--- src/rtl/hybrid_pkg.sv ---
// hybrid_pkg: shared constants and helpers for the hybrid datapath.
//   - clog2()      : ceiling log2, constant-evaluable
//   - acc_width()  : accumulator width for a window of WIN samples
//   - cnt_width()  : beat-counter width (at least 1 bit)
//   - Def*         : default fixed-point formats and sizes
package hybrid_pkg;

   localparam int unsigned DefWIn  = 8;
   localparam int unsigned DefInI  = 3;
   localparam int unsigned DefWOut = 9;
   localparam int unsigned DefOutI = 4;
   localparam int unsigned DefCh   = 2;
   localparam int unsigned DefWin  = 4;

   function automatic int unsigned clog2(input int unsigned n);
      int unsigned r;
      r = 0;
      for (int i = 0; i < 32; i++) begin
         if ((64'(1) << i) < 64'(n)) r = i + 1;
      end
      return r;
   endfunction

   // Sum of WIN signed W_IN-bit samples always fits in this width.
   function automatic int unsigned acc_width(input int unsigned w_in, input int unsigned win);
      return w_in + clog2(win);
   endfunction

   function automatic int unsigned cnt_width(input int unsigned win);
      return (clog2(win) > 0) ? clog2(win) : 1;
   endfunction

endpackage

--- src/rtl/hybrid_accum_if.sv ---
// hybrid_accum_if: input-beat and result-beat handshakes of hybrid_accum.
//   in_valid/in_ready/in_data     : CH samples of W_IN bits, channel c at [c*W_IN +: W_IN]
//   out_valid/out_ready/out_data  : CH results of W_OUT bits, channel c at [c*W_OUT +: W_OUT]
//   sat                           : per-channel saturation flag, qualified by out_valid
// Modports: master drives beats and accepts results; slave is the accumulator.
interface hybrid_accum_if
   import hybrid_pkg::*;
#(
   parameter int unsigned CH    = DefCh,
   parameter int unsigned W_IN  = DefWIn,
   parameter int unsigned W_OUT = DefWOut
);
   logic                  in_valid;
   logic                  in_ready;
   logic [CH*W_IN-1:0]    in_data;
   logic                  out_valid;
   logic                  out_ready;
   logic [CH*W_OUT-1:0]   out_data;
   logic [CH-1:0]         sat;

   modport master (
      output in_valid, in_data, out_ready,
      input  in_ready, out_valid, out_data, sat
   );

   modport slave (
      input  in_valid, in_data, out_ready,
      output in_ready, out_valid, out_data, sat
   );
endinterface

--- src/rtl/hybrid_fx_conv.sv ---
// hybrid_fx_conv: combinational requantiser for one channel.
// Converts a signed W_ACC-bit value with FI fractional bits to W_OUT bits with FO
// fractional bits: left shift when FO >= FI, otherwise round half up and shift right.
// Range limiting depends on macro HYBRID_ACCUM_SAT_EN:
//   defined   : clamp to the signed W_OUT range, o_sat = 1 when clamped
//   undefined : wrap to the low W_OUT bits, o_sat = 0
// Ports:
//   i_acc  in  W_ACC  signed accumulator value
//   o_res  out W_OUT  requantised result
//   o_sat  out 1      saturation flag
module hybrid_fx_conv #(
   parameter int unsigned W_ACC = 10,
   parameter int unsigned FI    = 5,
   parameter int unsigned W_OUT = 9,
   parameter int unsigned FO    = 5
) (
   input  logic signed [W_ACC-1:0] i_acc,
   output logic        [W_OUT-1:0] o_res,
   output logic                    o_sat
);

   localparam int unsigned Shl   = (FO >= FI) ? FO - FI : 0;
   localparam int unsigned Shr   = (FI > FO) ? FI - FO : 0;
   localparam int unsigned WBase = (W_ACC + Shl > W_OUT) ? W_ACC + Shl : W_OUT;
   // One guard bit keeps the rounding add and the range compare exact.
   localparam int unsigned WExt  = WBase + 1;

   logic signed [WExt-1:0] w_ext;
   logic signed [WExt-1:0] w_scl;

   assign w_ext = WExt'(i_acc);

   generate
      if (Shr > 0) begin : g_rnd
         logic signed [WExt-1:0] w_rnd;
         assign w_rnd = w_ext + WExt'(1 << (Shr - 1));
         assign w_scl = w_rnd >>> Shr;
      end else begin : g_shl
         assign w_scl = w_ext <<< Shl;
      end
   endgenerate

`ifdef HYBRID_ACCUM_SAT_EN
   localparam logic signed [WExt-1:0] Max = {{(WExt - W_OUT + 1){1'b0}}, {(W_OUT - 1){1'b1}}};
   localparam logic signed [WExt-1:0] Min = {{(WExt - W_OUT + 1){1'b1}}, {(W_OUT - 1){1'b0}}};

   always_comb begin
      o_res = w_scl[W_OUT-1:0];
      o_sat = 1'b0;
      if (w_scl > Max) begin
         o_res = Max[W_OUT-1:0];
         o_sat = 1'b1;
      end else if (w_scl < Min) begin
         o_res = Min[W_OUT-1:0];
         o_sat = 1'b1;
      end
   end
`else
   assign o_res = w_scl[W_OUT-1:0];
   assign o_sat = 1'b0;

   logic w_unused;
   assign w_unused = ^w_scl[WExt-1:W_OUT];
`endif

endmodule

--- src/rtl/hybrid_accum.sv ---
// hybrid_accum: multi-channel fixed-point window accumulator.
// Sums WIN consecutive accepted beats per channel, requantises each sum from
// Q(IN_I, W_IN-IN_I) to Q(OUT_I, W_OUT-OUT_I) and holds one result beat in an
// output register until the downstream pops it.
// Optional macro HYBRID_ACCUM_SAT_EN: saturate results (sat flags live) instead of wrapping.
// Ports:
//   clock   in  rising-edge clock
//   resetn  in  asynchronous active-low reset
//   clr     in  synchronous clear of the partial window (wins over a same-cycle beat)
//   bus     slave modport of hybrid_accum_if (input beats, result beats, sat flags)
module hybrid_accum
   import hybrid_pkg::*;
#(
   parameter int unsigned W_IN  = DefWIn,
   parameter int unsigned IN_I  = DefInI,
   parameter int unsigned W_OUT = DefWOut,
   parameter int unsigned OUT_I = DefOutI,
   parameter int unsigned CH    = DefCh,
   parameter int unsigned WIN   = DefWin
) (
   input  logic          clock,
   input  logic          resetn,
   input  logic          clr,
   hybrid_accum_if.slave bus
);

   localparam int unsigned FI   = W_IN - IN_I;
   localparam int unsigned FO   = W_OUT - OUT_I;
   localparam int unsigned WAcc = acc_width(W_IN, WIN);
   localparam int unsigned CntW = cnt_width(WIN);
   localparam logic [CntW-1:0] CntLast = CntW'(WIN - 1);

   logic signed [WAcc-1:0]  r_acc [CH];
   logic        [CntW-1:0]  r_cnt;
   logic                    r_out_valid;
   logic [CH*W_OUT-1:0]     r_out;
   logic [CH-1:0]           r_sat;

   logic signed [WAcc-1:0]  w_sum [CH];
   logic [CH*W_OUT-1:0]     w_res;
   logic [CH-1:0]           w_sat;
   logic                    w_last;
   logic                    w_in_ready;
   logic                    w_accept;
   logic                    w_load;
   logic                    w_pop;

   assign w_last     = (r_cnt == CntLast);
   // Only the final beat of a window needs space in the output register.
   assign w_in_ready = !w_last || !r_out_valid || bus.out_ready;
   assign w_accept   = bus.in_valid && w_in_ready;
   assign w_load     = w_accept && w_last && !clr;
   assign w_pop      = r_out_valid && bus.out_ready;

   generate
      for (genvar c = 0; c < CH; c++) begin : g_ch
         logic signed [W_IN-1:0] w_smp;
         assign w_smp    = bus.in_data[c*W_IN +: W_IN];
         assign w_sum[c] = r_acc[c] + WAcc'(w_smp);

         hybrid_fx_conv #(
            .W_ACC (WAcc),
            .FI    (FI),
            .W_OUT (W_OUT),
            .FO    (FO)
         ) u_conv (
            .i_acc (w_sum[c]),
            .o_res (w_res[c*W_OUT +: W_OUT]),
            .o_sat (w_sat[c])
         );
      end
   endgenerate

   always_ff @(posedge clock or negedge resetn) begin
      if (!resetn) begin
         for (int c = 0; c < CH; c++) r_acc[c] <= '0;
         r_cnt       <= '0;
         r_out_valid <= 1'b0;
         r_out       <= '0;
         r_sat       <= '0;
      end else begin
         if (clr) begin
            for (int c = 0; c < CH; c++) r_acc[c] <= '0;
            r_cnt <= '0;
         end else if (w_accept) begin
            if (w_last) begin
               for (int c = 0; c < CH; c++) r_acc[c] <= '0;
               r_cnt <= '0;
            end else begin
               for (int c = 0; c < CH; c++) r_acc[c] <= w_sum[c];
               r_cnt <= r_cnt + CntW'(1);
            end
         end

         // A load in the same cycle as a pop keeps out_valid high.
         if (w_load) begin
            r_out_valid <= 1'b1;
            r_out       <= w_res;
            r_sat       <= w_sat;
         end else if (w_pop) begin
            r_out_valid <= 1'b0;
         end
      end
   end

   assign bus.in_ready  = w_in_ready;
   assign bus.out_valid = r_out_valid;
   assign bus.out_data  = r_out;
   assign bus.sat       = r_sat;

endmodule

--- src/flat_wrapper.sv ---
// flat-port wrapper written by rule: the top's interface ports become plain ports
module hybrid_accum_flat import hybrid_pkg::*;
#(
   parameter int unsigned W_IN  = DefWIn,
   parameter int unsigned IN_I  = DefInI,
   parameter int unsigned W_OUT = DefWOut,
   parameter int unsigned OUT_I = DefOutI,
   parameter int unsigned CH    = DefCh,
   parameter int unsigned WIN   = DefWin
)
  (clock, resetn, clr, bus_in_valid, bus_in_data, bus_out_ready, bus_in_ready, bus_out_valid, bus_out_data, bus_sat);
  hybrid_accum_if #(.CH(CH), .W_IN(W_IN), .W_OUT(W_OUT)) bus_i ();
  input  logic clock;
  input  logic resetn;
  input  logic clr;
  input wire logic [$bits(bus_i.in_valid)-1:0] bus_in_valid;
  input wire logic [$bits(bus_i.in_data)-1:0] bus_in_data;
  input wire logic [$bits(bus_i.out_ready)-1:0] bus_out_ready;
  output wire logic [$bits(bus_i.in_ready)-1:0] bus_in_ready;
  output wire logic [$bits(bus_i.out_valid)-1:0] bus_out_valid;
  output wire logic [$bits(bus_i.out_data)-1:0] bus_out_data;
  output wire logic [$bits(bus_i.sat)-1:0] bus_sat;
  assign bus_i.in_valid = bus_in_valid;
  assign bus_i.in_data = bus_in_data;
  assign bus_i.out_ready = bus_out_ready;
  assign bus_in_ready = bus_i.in_ready;
  assign bus_out_valid = bus_i.out_valid;
  assign bus_out_data = bus_i.out_data;
  assign bus_sat = bus_i.sat;
  hybrid_accum #(.W_IN(W_IN), .IN_I(IN_I), .W_OUT(W_OUT), .OUT_I(OUT_I), .CH(CH), .WIN(WIN)) u_core (.clock(clock), .resetn(resetn), .clr(clr), .bus(bus_i));
endmodule
--- config.mk ---
export PLATFORM = sky130hd
export DESIGN_NAME = hybrid_accum_flat
export DESIGN_NICKNAME = d
export VERILOG_FILES = /design/src/rtl/hybrid_pkg.sv /design/src/rtl/hybrid_accum_if.sv /design/src/rtl/hybrid_fx_conv.sv /design/src/rtl/hybrid_accum.sv /design/src/flat_wrapper.sv
export SDC_FILE = /design/constraint.sdc
export NUM_CORES = 1
export LEC_CHECK = 0
export ABC_AREA = 1
export BUFFER_PORTS_ARGS = -buffer_cell sky130_fd_sc_hd__buf_2
export CORE_MARGIN = 2
export CORE_UTILIZATION = 35
export CTS_CLUSTER_DIAMETER = 100
export DETAILED_ROUTE_END_ITERATION = 8
export GPL_ROUTABILITY_DRIVEN = 0
export SYNTH_ARGS = -nofsm -noshare
export SYNTH_HDL_FRONTEND = slang
export SYNTH_SLANG_ARGS = --single-unit
--- constraint.sdc ---
create_clock -name clock -period 2.2 [get_ports clock]
set_input_delay 0.22 -clock clock [delete_from_list [all_inputs] [get_ports clock]]
set_output_delay 0.22 -clock clock [all_outputs]
set_load 0.01 [all_outputs]
After elaboration in Yosys (flattened, before gate mapping)
Cells that the tools add are included.
- add/subtract/negate cells: 3
- equal/unequal tests: 1
- muxes and demuxes: 8
- reductions and logical operators: 11
- operators with widths (cell ; count):
    2-to-1 mux 20 bit ; 3
    adder 10 x 8 -> 10 bit ; 2
    2-to-1 mux 2 bit ; 3
    logical AND 1 bit ; 4
    nonzero test 2 bit ; 2
    logical NOT 1 bit ; 3
    adder 2 x 1 -> 2 bit (second input constant) ; 1
    == test 2 bit (second input constant) ; 1
    logical OR 1 bit ; 2
    2-to-1 mux 1 bit ; 2
- register bits after elaboration: 41
- input bits: 21
- output and inout bits: 22
- word-level logic and storage cells: 28

Depth between registers and ports, before layout
Gate-level depths: netlist (run 1).
- word-level depth: 8
- gate-level depth with buffers: 9
- depth with buffers taken out: 9

By module
Synthesis (run 1) repeated with hierarchy kept, for this count alone.
- cell total of the unflattened synthesis: 323
- area, all modules: 2860.2 um^2
- modules (own cells, without submodules) (module ; instances ; cells each ; area an instance (um^2)):
    hybrid_accum ; 1 ; 301 ; 2702.6
    hybrid_fx_conv ; 2 ; 11 ; 78.8

Worst setup path after synthesis (run 1)
No wires, ideal clock.
- path kind: reg-to-reg
- start point: register u_core.r_acc[0] (netlist name)
- end point: register u_core.r_out[17] (netlist: u_core.bus.out_data[17])
- data arrival time: 1.419 ns
- required time: 2.083 ns
- path slack: 0.664 ns
- cell stages (with the launch flop): 9
- buffers on the path: 0
- path through: dfrtp_1 -> ha_1 -> fa_1 -> nand2_1 -> nand2_1 -> nand3_1 -> nand3_1 -> nand3_1 -> nand2_1
- word-level cells in the longest chain between the ends: 1
- ends and longest elaborated chain (element ; line ; text):
    start, declared ; hybrid_accum.sv:33 ; logic signed [WAcc-1:0] r_acc [CH];
    adder 10 x 8 -> 10 bit ; hybrid_accum.sv:59 ; assign w_sum[c] = r_acc[c] + WAcc'(w_smp);
    end signal, assigned ; hybrid_accum.sv:98 ; r_out <= w_res;
    end, declared ; hybrid_accum.sv:36 ; logic [CH*W_OUT-1:0] r_out;
No other way between the ends.
A chain may end at the register's enable or synchronous reset.

Worst setup path after layout (run 1)
Ends and elaborated chain as after synthesis.

==> impl_metrics.ini, run 1 <==
[global_route]
grt_pass1_wl_um = 8900
first_global_vias = 1869
overflow = 0
track_usage_pct = 15.2
antenna_found_initial = 0
grt_max_degree = 40

[critical_path]
reg2reg_depth = 8
rrSetupSlack_ns = 0.50
worstPathRequired_ns = 2.39
rr_endpoint = u_core.bus.out_data[17]
worst_ep_arrival_time_ns = 1.90
crit_buf_inv = 0
reg2reg_from = u_core.r_acc[0]
critPathKind = reg2reg
crit_path_start = u_core.r_acc[0]
crit_path_max_fanout = 4
worst_setup_path_end_kind = flip-flop
path_depth = 8
critical-path-max-stage-delay_ns = 0.41
cp_slowest_cell = fa_1
start_kind = flip-flop
cp_cell_sequence = ha_1 -> fa_1 -> nand2_1 -> nand2_1 -> nand3_1 -> nand3_1 -> nand3_1 -> nand2_1
crit_family = adder cells

[die]
die_w_um = 85.6
core_um2 = 6390
initial_core_util_pct = 36.5
dieArea_um2 = 7330
num_io_pins = 43
chipHeight_um = 85.6
row_count = 29

[finish]
final_nets = 386
areaGrowthSynthToFinish_pct = 14.7
nFillCells = 654
final-seq-area_um2 = 976
fin_util_pct = 41.8
multi_input_area_um2 = 1180
finalInstanceArea_um2 = 2670
final_cells = 424
layout-drive-gt1-share_pct = 17.0
n_antenna_cell = 0

[timing]
rsz0062_at_grt = false
finalSetupTns_ns = 0
hold_viol_final = 0
setup_viol = 0
hold_ws_ns = 0.0411
finClkSkew_ns = 0.0104
worst_slack_ns = 0.495
min_period_ns = 1.70
fin_crit_sh_pct = 77.5
maxSlewHeadroom_pct = 40.6
fmax_ghz = 0.587
finalMaxSlewViolations = 0
tightest_slew_ns = 0.890

[power]
power.density_nw_per_um2 = 976
clock_power_share_pct = 19.6
power_mw = 2.61
pwr-share-comb_pct = 39.0
p_seq_share_pct = 41.4
cellLeakagePower_nw = 1.59
ir_drop_v = 0.000405
p_sw_mw = 1.02
swShare_pct = 39.3
p_int_mw = 1.58

[hold_path]
hold_path.class = in2async

[routing]
firstDrtPassIters = 4
drt-total-wl_um = 5180
first_iter_violations = 114
via_count = 1969
antenna_left = 0
vias_per_cell = 4.64
drc = 0
wl_per_cell_um = 12.2

[clock_network]
cts_tree = done
clockBufferDepth = 2
cts_resized = 0
cts_inserted_buffers = 5
insertion_delay_ns = 0.30
path_clk_slew_ns = 0.09
htreeDepth = 2
cts_setup_buffers = 0
cts-root-buf = clkbuf_8
cts_hold_buffers = 0
cts_num_sinks = 39

[place]
placed_cells = 416
pre_cts_ws_ns = 0.533
portBuffers = 40
placed_area_um2 = 2580
dp_hpwl_um = 3710

[synthesis]
async_reset_ff_share_pct = 100
ys.flop_type = dfrtp_1
yosys_register_bits = 39
yosys_warnings = 0
ys_types = 24
avgSynthCellArea_um2 = 7.67
syn_area_um2 = 2330
yosysSeqAreaShare_pct = 41.9
synth_edf_count = 0
synth_cells = 304

[run_status]
status = finished clean

[flow_run]
maxCapViolations = 0
routing by layer:
layer  part of all wire, %  wire, um  up-vias  GRT usage (%)
met5                     0         0        -              0
li1                      -         -     1043              -
met1                    50      2580      872           22.1
met4                   1.8        93        0           5.63
met2                    44      2270       47           23.1
met3                   4.6       236        7           2.41
worst max-delay path by stage:
stage                                          to  slack [ns]
after floorplan           u_core.bus.out_data[17]        0.66
after global placement    u_core.bus.out_data[17]        0.58
after detailed placement  u_core.bus.out_data[17]        0.53
after CTS                 u_core.bus.out_data[17]        0.51
after global routing              u_core.r_acc[8]        0.34
final                     u_core.bus.out_data[17]        0.50
kinds of logic after synthesis:
family | Yosys count | synth area share, %
other | 1 | 0.161
adder cells (fa/ha/maj) | 19 | 10.8
AND/OR/NAND/NOR | 184 | 33.8
XOR/XNOR | 4 | 1.50
buffers and inverters | 40 | 7.78
flip-flops | 39 | 41.9
AO/OA/AOI/OAI | 17 | 4.08
cell type report:
class | instances | area share, %
well taps | 77 | 3.60
inverters | 33 | 4.73
flip-flops and latches | 39 | 36.5
clock buffers | 5 | 2.57
repair buffers | 41 | 7.77
clock inverters | 3 | 0.749
multi-input cells | 226 | 44.1
cells in the final DEF, fill, tap and decap left out, drive strengths merged:
| cell type | netlist | layout |
|---|---|---|
| nand3 | 44 | 44 |
| nor2 | 10 | 10 |
| a21oi | 5 | 5 |
| xor2 | 2 | 2 |
| nand4 | 1 | 1 |
| dfrtp | 39 | 39 |
| ha | 17 | 17 |
| a21o | 4 | 4 |
| xnor2 | 2 | 2 |
| nand3b | 4 | 4 |
| clkbuf | 0 | 5 |
| nand2 | 121 | 121 |
| fa | 2 | 2 |
| or2 | 4 | 4 |
| conb | 1 | 2 |
| clkinv | 0 | 1 |
| buf | 7 | 41 |
| o21ai | 8 | 8 |
| clkinvlp | 0 | 2 |
| inv | 33 | 33 |
Yosys cell counts, drive strengths merged, types with 4 or more instances:
cell type,instances,area share (%)
a21o,4,1.3
ha,17,9.1
nor2,10,1.6
nand3,44,9.7
dfrtp,39,42
buf,7,2.4
inv,33,5.4
nand2,121,20
nand3b,4,1.3
o21ai,8,1.7
a21oi,5,1.1
or2,4,1.1
flip-flops by register name (all words and copies together), names as in the netlist:
register,flops
u_core.bus.out_data,18
u_core.r_acc,18
u_core.r_cnt,2
u_core.bus.out_valid,1
power groups by stage:
stage / clock, mW / combinational, mW / sequential, mW
2_1_floorplan: 0 / 0.636 / 1.16
3_3_place_gp: 0 / 1.01 / 1.09
3_5_place_dp: 0 / 1.03 / 1.10
4_1_cts: 0.523 / 1.03 / 1.08
5_1_grt: 0.555 / 1.18 / 1.11
6_report: 0.510 / 1.02 / 1.08
worst register-to-register path, stage by stage (launching register included):
cell and delay [ns]:
dfrtp_1 0.39, ha_1 0.22, fa_1 0.41, nand2_1 0.09, nand2_1 0.10, nand3_1 0.12, nand3_1 0.11, nand3_1 0.11
nand2_1 0.05
(Power assumes the default switching activity.)
==> inputs of run 2 (changes only) <==
==> constraint.sdc (replaced) <==
create_clock -name clock -period 1.44 [get_ports clock]
set_input_delay 0.144 -clock clock [delete_from_list [all_inputs] [get_ports clock]]
set_output_delay 0.144 -clock clock [all_outputs]
set_load 0.01 [all_outputs]
==> run 2 against run 1 <==
Effect of this change:
- the flow now finishes with violations (negative setup slack)
- combinational power up 110%
- critical path type unchanged
- total power grew 77%
- worst hold slack improved by 0.11 ns
- cell area is 22% higher
- sequential power rose by 56%
- first-iteration DRC count down 31%
- via count rose by 8.8%
- register-to-register slack lost 0.62 ns
- die area stayed put
- clock power grew 51%
- critical path depth grew 1
- non-clock buffer count grew 20
==> impl_metrics.ini, run 2 (synthesized netlist as in run 1, its figures left out) <==
[clock_network]
insertion_delay_ns = 0.29
cts-root-buf = clkbuf_8
htreeDepth = 2
cts_inserted_buffers = 5
clockBufferDepth = 2
path_clk_slew_ns = 0.08
cts_tree = done
cts_num_sinks = 39

[critical_path]
worstPathRequired_ns = 1.68
cp_slowest_cell = dfrtp_1
worst_ep_arrival_time_ns = 1.80
path_depth = 9
reg2reg_depth = 9
critical-path-max-stage-delay_ns = 0.39
cp-endpoint = u_core.bus.out_data[15]
cp_cell_sequence = ha_2 -> fa_2 -> nand2_2 -> nand2_4 -> nand3b_1 -> nand2_1 -> nand2_1 -> nand3_1 -> nand2_1
start_kind = flip-flop
rrSetupSlack_ns = -0.12
crit_path_max_fanout = 4
rr_endpoint = u_core.bus.out_data[15]
crit_path_start = u_core.r_acc[0]
crit_buf_inv = 0
critPathKind = reg2reg
timing.critical_path.mode_cell = nand2_1
crit_family = adder cells
worst_setup_path_end_kind = flip-flop
reg2reg_from = u_core.r_acc[0]

[routing]
drc = 0
via_count = 2142
drt-total-wl_um = 5820
first_iter_violations = 79
antenna_left = 0
vias_per_cell = 4.82
wl_per_cell_um = 13.1
firstDrtPassIters = 4

[place]
dp_hpwl_um = 3780
placed_area_um2 = 2710
portBuffers = 40

[hold_path]
hold_depth = 4
hold_path.class = in2reg

[die]
num_io_pins = 43
row_count = 29
dieArea_um2 = 7330
core_um2 = 6390
chipHeight_um = 85.6
initial_core_util_pct = 36.5
die_w_um = 85.6

[run_status]
status = complete, but fails checks
failed_checks = negative setup slack

[timing]
finalMaxSlewViolations = 0
finClkSkew_ns = 0.00189
fmax_ghz = 0.641
finalSetupTns_ns = -1.05
rsz0062_at_grt = true
min_period_ns = 1.56
fin_crit_sh_pct = 108
hold_viol_final = 0
setup_viol = 14
worst_slack_ns = -0.121

[global_route]
antenna_found_initial = 0
first_global_vias = 1993
overflow = 0
grt_use_met2_pct = 25.8
use_met1_pct = 21.4
use_met3_pct = 3.37
grt_pass1_wl_um = 9230
track_usage_pct = 15.8
busiest_layer = met2
grt_max_degree = 40

[finish]
final_nets = 407
n_antenna_cell = 0
layout-drive-gt1-share_pct = 40.3
nFillCells = 596
areaGrowthSynthToFinish_pct = 40.4
layout.cells.most_common = nand2_1
finalInstanceArea_um2 = 3270
final_cell_mix = nand2_1, buf_2, dfrtp_1
final-seq-area_um2 = 976
multi_input_area_um2 = 1600

[power]
ir_drop_v = 0.000731
cellLeakagePower_nw = 1.74
power.density_nw_per_um2 = 1410

[flow_run]
maxCapViolations = 0
-- run 2: timing repair --
action	4_1_cts	5_1_grt
resized for setup	13	69
hold buffers	1	0
pin swaps	4	18
setup endpoints to repair	22	28
gates cloned	0	1
hold endpoints to repair	39	0
buffers inserted	0	6
-- run 2: layer usage --
metal	share of wire (%)	routed length, um	vias up
met1	46	2700	995
met5	0	0	-
met4	1.3	73	0
met3	4.1	239	6
li1	-	-	1092
met2	48	2810	49
-- run 2: worst min path at each step --
stage                 from                endpoint  slack (ns)
global route           clr         u_core.r_cnt[1]        0.18
CTS                    clr         u_core.r_cnt[1]        0.14
global placement    resetn         u_core.r_acc[7]        0.13
floorplan           resetn  u_core.bus.out_data[0]       -0.15
detailed placement  resetn         u_core.r_acc[7]        0.13
finish                 clr         u_core.r_cnt[1]        0.15
-- run 2: worst min-delay path, cell delays in order --
cell and delay, ns:
buf_2 0.10, inv_2 0.05, nand3_1 0.07, nand2_1 0.04
-- run 2: area by class of cell --
class / instances / area share, %
Clock buffer: 6 / 2.52
Clock inverter: 1 / 0.153
Inverter: 33 / 4.09
Multi-Input combinational cell: 226 / 48.8
Sequential cell: 39 / 29.8
Tap cell: 77 / 2.94
Timing Repair Buffer: 61 / 11.5
Timing Repair inverter: 1 / 0.153
-- run 2: stage by stage --
| stage | cells | power, mW | hold WS, ns | utilization, % | setup slack, ns |
|---|---|---|---|---|---|
| after floorplan | 305 | 2.75 | -0.152 | - | 0.000221 |
| after global placement | 429 | 3.32 | 0.132 | 42.4 | -0.0571 |
| after detailed placement | 429 | 3.35 | 0.131 | 42.4 | -0.0826 |
| after CTS | 437 | 4.21 | 0.139 | 45.0 | -0.0959 |
| after global routing | 444 | 4.99 | 0.177 | 51.3 | -0.203 |
| final | 444 | 4.61 | 0.155 | 51.3 | -0.121 |
-- run 2: where the power goes --
part	leakage (nW)	internal, mW	total, mW	switching (mW)
combinational	1.18	0.962	2.15	1.19
clock	0.0470	0.376	0.769	0.393
sequential	0.510	1.45	1.69	0.234
==> inputs of run 3 (changes only) <==
--- a/config.mk
+++ b/config.mk
@@ -5,7 +5,7 @@
 export SDC_FILE = /design/constraint.sdc
 export NUM_CORES = 1
 export LEC_CHECK = 0
-export ABC_AREA = 1
+export ABC_AREA = 0
 export BUFFER_PORTS_ARGS = -buffer_cell sky130_fd_sc_hd__buf_2
 export CORE_MARGIN = 2
 export CORE_UTILIZATION = 35
==> constraint.sdc (replaced) <==
create_clock -name clock -period 2 [get_ports clock]
set_input_delay 0.2 -clock clock [delete_from_list [all_inputs] [get_ports clock]]
set_output_delay 0.2 -clock clock [all_outputs]
set_load 0.01 [all_outputs]
==> run 3 against run 2 <==
Effect of this change:
- the flow still finishes with violations (negative setup slack)
- maximum frequency down 24%
- clock power down 30%
- clock skew up 0.0016 ns
- core utilization down 4.3 points
- synthesized cell count down 34%
- setup slack better by 0.055 ns
- sequential power down 39%
- cell count down 21%
- die area down 3.7%
- register-to-register slack better by 0.05 ns
- non-clock buffer count up 7
- critical endpoint is now u_core.bus.out_data[17]
- highest routed layer unchanged
==> impl_metrics.ini, run 3 <==
[run_status]
status = complete, but fails checks
failed_checks = negative setup slack

[timing]
hold_viol_final = 0
fin_crit_sh_pct = 103
finalSetupTns_ns = -0.101
maxSlewHeadroom_pct = 66.2
min_period_ns = 2.07
finClkSkew_ns = 0.00345
worst_slack_ns = -0.0659
tightest_slew_ns = 0.507
finalMaxSlewViolations = 0
rsz0062_at_grt = true
setup_viol = 2
fmax_ghz = 0.484

[die]
row_count = 29
initial_core_util_pct = 35.7
core_um2 = 6280
chipHeight_um = 84.0
dieArea_um2 = 7060
num_io_pins = 43
die_w_um = 84.0

[global_route]
first_global_vias = 1825
overflow = 0
track_usage_pct = 15.2
antenna_found_initial = 0
grt_max_degree = 40
grt_pass1_wl_um = 8560

[synthesis]
synth.top_cells.by_count = dfrtp_1, nand2_1, ha_1
synth_cells = 202
yosys_warnings = 0
synth_top_area_share_pct = 43.6
ys.flop_type = dfrtp_1
async_reset_ff_share_pct = 100
ys_types = 42
avgSynthCellArea_um2 = 11.1
synth_area_leader_cell = dfrtp_1
synth_area_leaders = dfrtp_1, ha_1, a22o_1
synth.most_common_cell = dfrtp_1
yosys_register_bits = 39
syn_area_um2 = 2240
synth_edf_count = 0
yosysSeqAreaShare_pct = 43.6

[power]
swShare_pct = 32.2
p_int_mw = 1.68
p_seq_share_pct = 41.7
p_sw_mw = 0.796
cellLeakagePower_nw = 1.51
power.density_nw_per_um2 = 839
clock_power_share_pct = 21.9
pwr-share-comb_pct = 36.4
ir_drop_v = 0.000375
power_mw = 2.47

[place]
placed_area_um2 = 2700
dp_hpwl_um = 3560
placed_cells = 339
portBuffers = 40

[clock_network]
htreeDepth = 2
path_clk_slew_ns = 0.07
insertion_delay_ns = 0.29
cts_tree = done
cts-root-buf = clkbuf_8
cts_num_sinks = 39
clockBufferDepth = 2
cts_inserted_buffers = 5

[critical_path]
rrSetupSlack_ns = -0.07
crit_path_max_fanout = 2
critPathKind = reg2reg
worstPathRequired_ns = 2.23
start_kind = flip-flop
cp_cell_sequence = ha_2 -> fa_2 -> a211oi_2 -> o21ai_2 -> mux2_4 -> or4_4 -> nand3_2
cp_slowest_cell = or4_4
critical-path-max-stage-delay_ns = 0.42
worst_ep_arrival_time_ns = 2.30
worst_setup_path_end_kind = flip-flop

[routing]
wl_per_cell_um = 14.1
vias_per_cell = 5.11
antenna_left = 0
via_count = 1783
firstDrtPassIters = 4
first_iter_violations = 98
drt-total-wl_um = 4930
drc = 0

[finish]
final_cell_mix = buf_2, dfrtp_1, nand2_1
areaGrowthSynthToFinish_pct = 31.6
finalInstanceArea_um2 = 2950
final_nets = 312
n_antenna_cell = 0
layout.cells.most_common = buf_2
final_cells = 349
layout-drive-gt1-share_pct = 43.0
fin_util_pct = 47.0
nFillCells = 613

[flow_run]
maxCapViolations = 0

[hold_path]
hold_path.class = in2reg
run 3: per-layer routing:
layer | vias to the layer above | global-route usage [%] | wire (um)
li1 | 884 | - | -
met1 | 867 | 20.1 | 2290
met2 | 28 | 24.6 | 2390
met3 | 4 | 3.76 | 194
met4 | 0 | 4.40 | 46
met5 | - | 0 | 0
run 3: cell families (layout without fill, tap and decap cells):
logic type | count (synthesis) | count (layout) | share of synthesized area (%)
and+or+nand+nor | 48 | 48 | 11.2
xor gates and xnor gates | 12 | 12 | 4.69
AOI/OAI and AO/OA | 64 | 64 | 21.0
buffers and inverters | 8 | 77 | 2.40
other | 1 | 2 | 0.167
adders and majority gates | 19 | 19 | 11.3
muxes | 11 | 11 | 5.70
DFF | 39 | 39 | 43.6
run 3: path summary, 6_finish.rpt:
| path | start | endpoint | cells after the start |
|---|---|---|---|
| hold / removal | bus_out_ready | u_core.bus.out_valid | 2 |
| max in group asynchronous | resetn | u_core.bus.out_data[7] | 3 |
| setup / recovery | u_core.r_acc[0] | u_core.bus.out_data[17] | 7 |
| setup reg to reg | u_core.r_acc[0] | u_core.bus.out_data[17] | 7 |
| min in group asynchronous | resetn | u_core.bus.out_data[15] | 3 |
| hold reg to reg | u_core.bus.out_data[9] | u_core.bus.out_data[9] | 2 |
run 3: critical path: cells and delay by family (launching register included):
family	cells	cell delay, ns
compound gates	2	0.30
mux	1	0.31
simple gates	2	0.49
flops	1	0.38
fa+ha+maj	2	0.54
run 3: cell type report:
class / count / area [um2] / share of cell area [%]
Timing Repair Buffer: 68 / 440 / 14.9
Multi-Input combinational cell: 156 / 1340 / 45.5
Inverter: 2 / 7.51 / 0.255
Clock inverter: 1 / 5.00 / 0.170
Tap cell: 77 / 96.3 / 3.27
Sequential cell: 39 / 976 / 33.1
Clock buffer: 6 / 82.6 / 2.80
run 3: repair_timing:
action	4_1_cts	5_1_grt
gates resized for setup	13	16
endpoints found under the setup margin	4	11
hold endpoints to repair	39	0
pin swaps	12	5
hold buffers	1	0
setup buffers	2	1
run 3: per-stage QoR:
step / hold WS [ns] / setup WS (ns)
floorplan: -0.0956 / -0.0926
global placement: 0.299 / -0.0810
detailed placement: 0.304 / -0.116
CTS: 0.0844 / -0.112
global route: 0.0988 / -0.132
finish: 0.0934 / -0.0659
run 3: power groups by stage:
| stage | registers [mW] | logic, mW | clock network [mW] |
|---|---|---|---|
| 4_1_cts | 1.03 | 0.863 | 0.566 |
| 3_3_place_gp | 1.04 | 0.806 | 0 |
| 6_report | 1.03 | 0.901 | 0.542 |
| 5_1_grt | 1.06 | 1.01 | 0.601 |
| 2_1_floorplan | 1.07 | 0.483 | 0 |
| 3_5_place_dp | 1.04 | 0.816 | 0 |
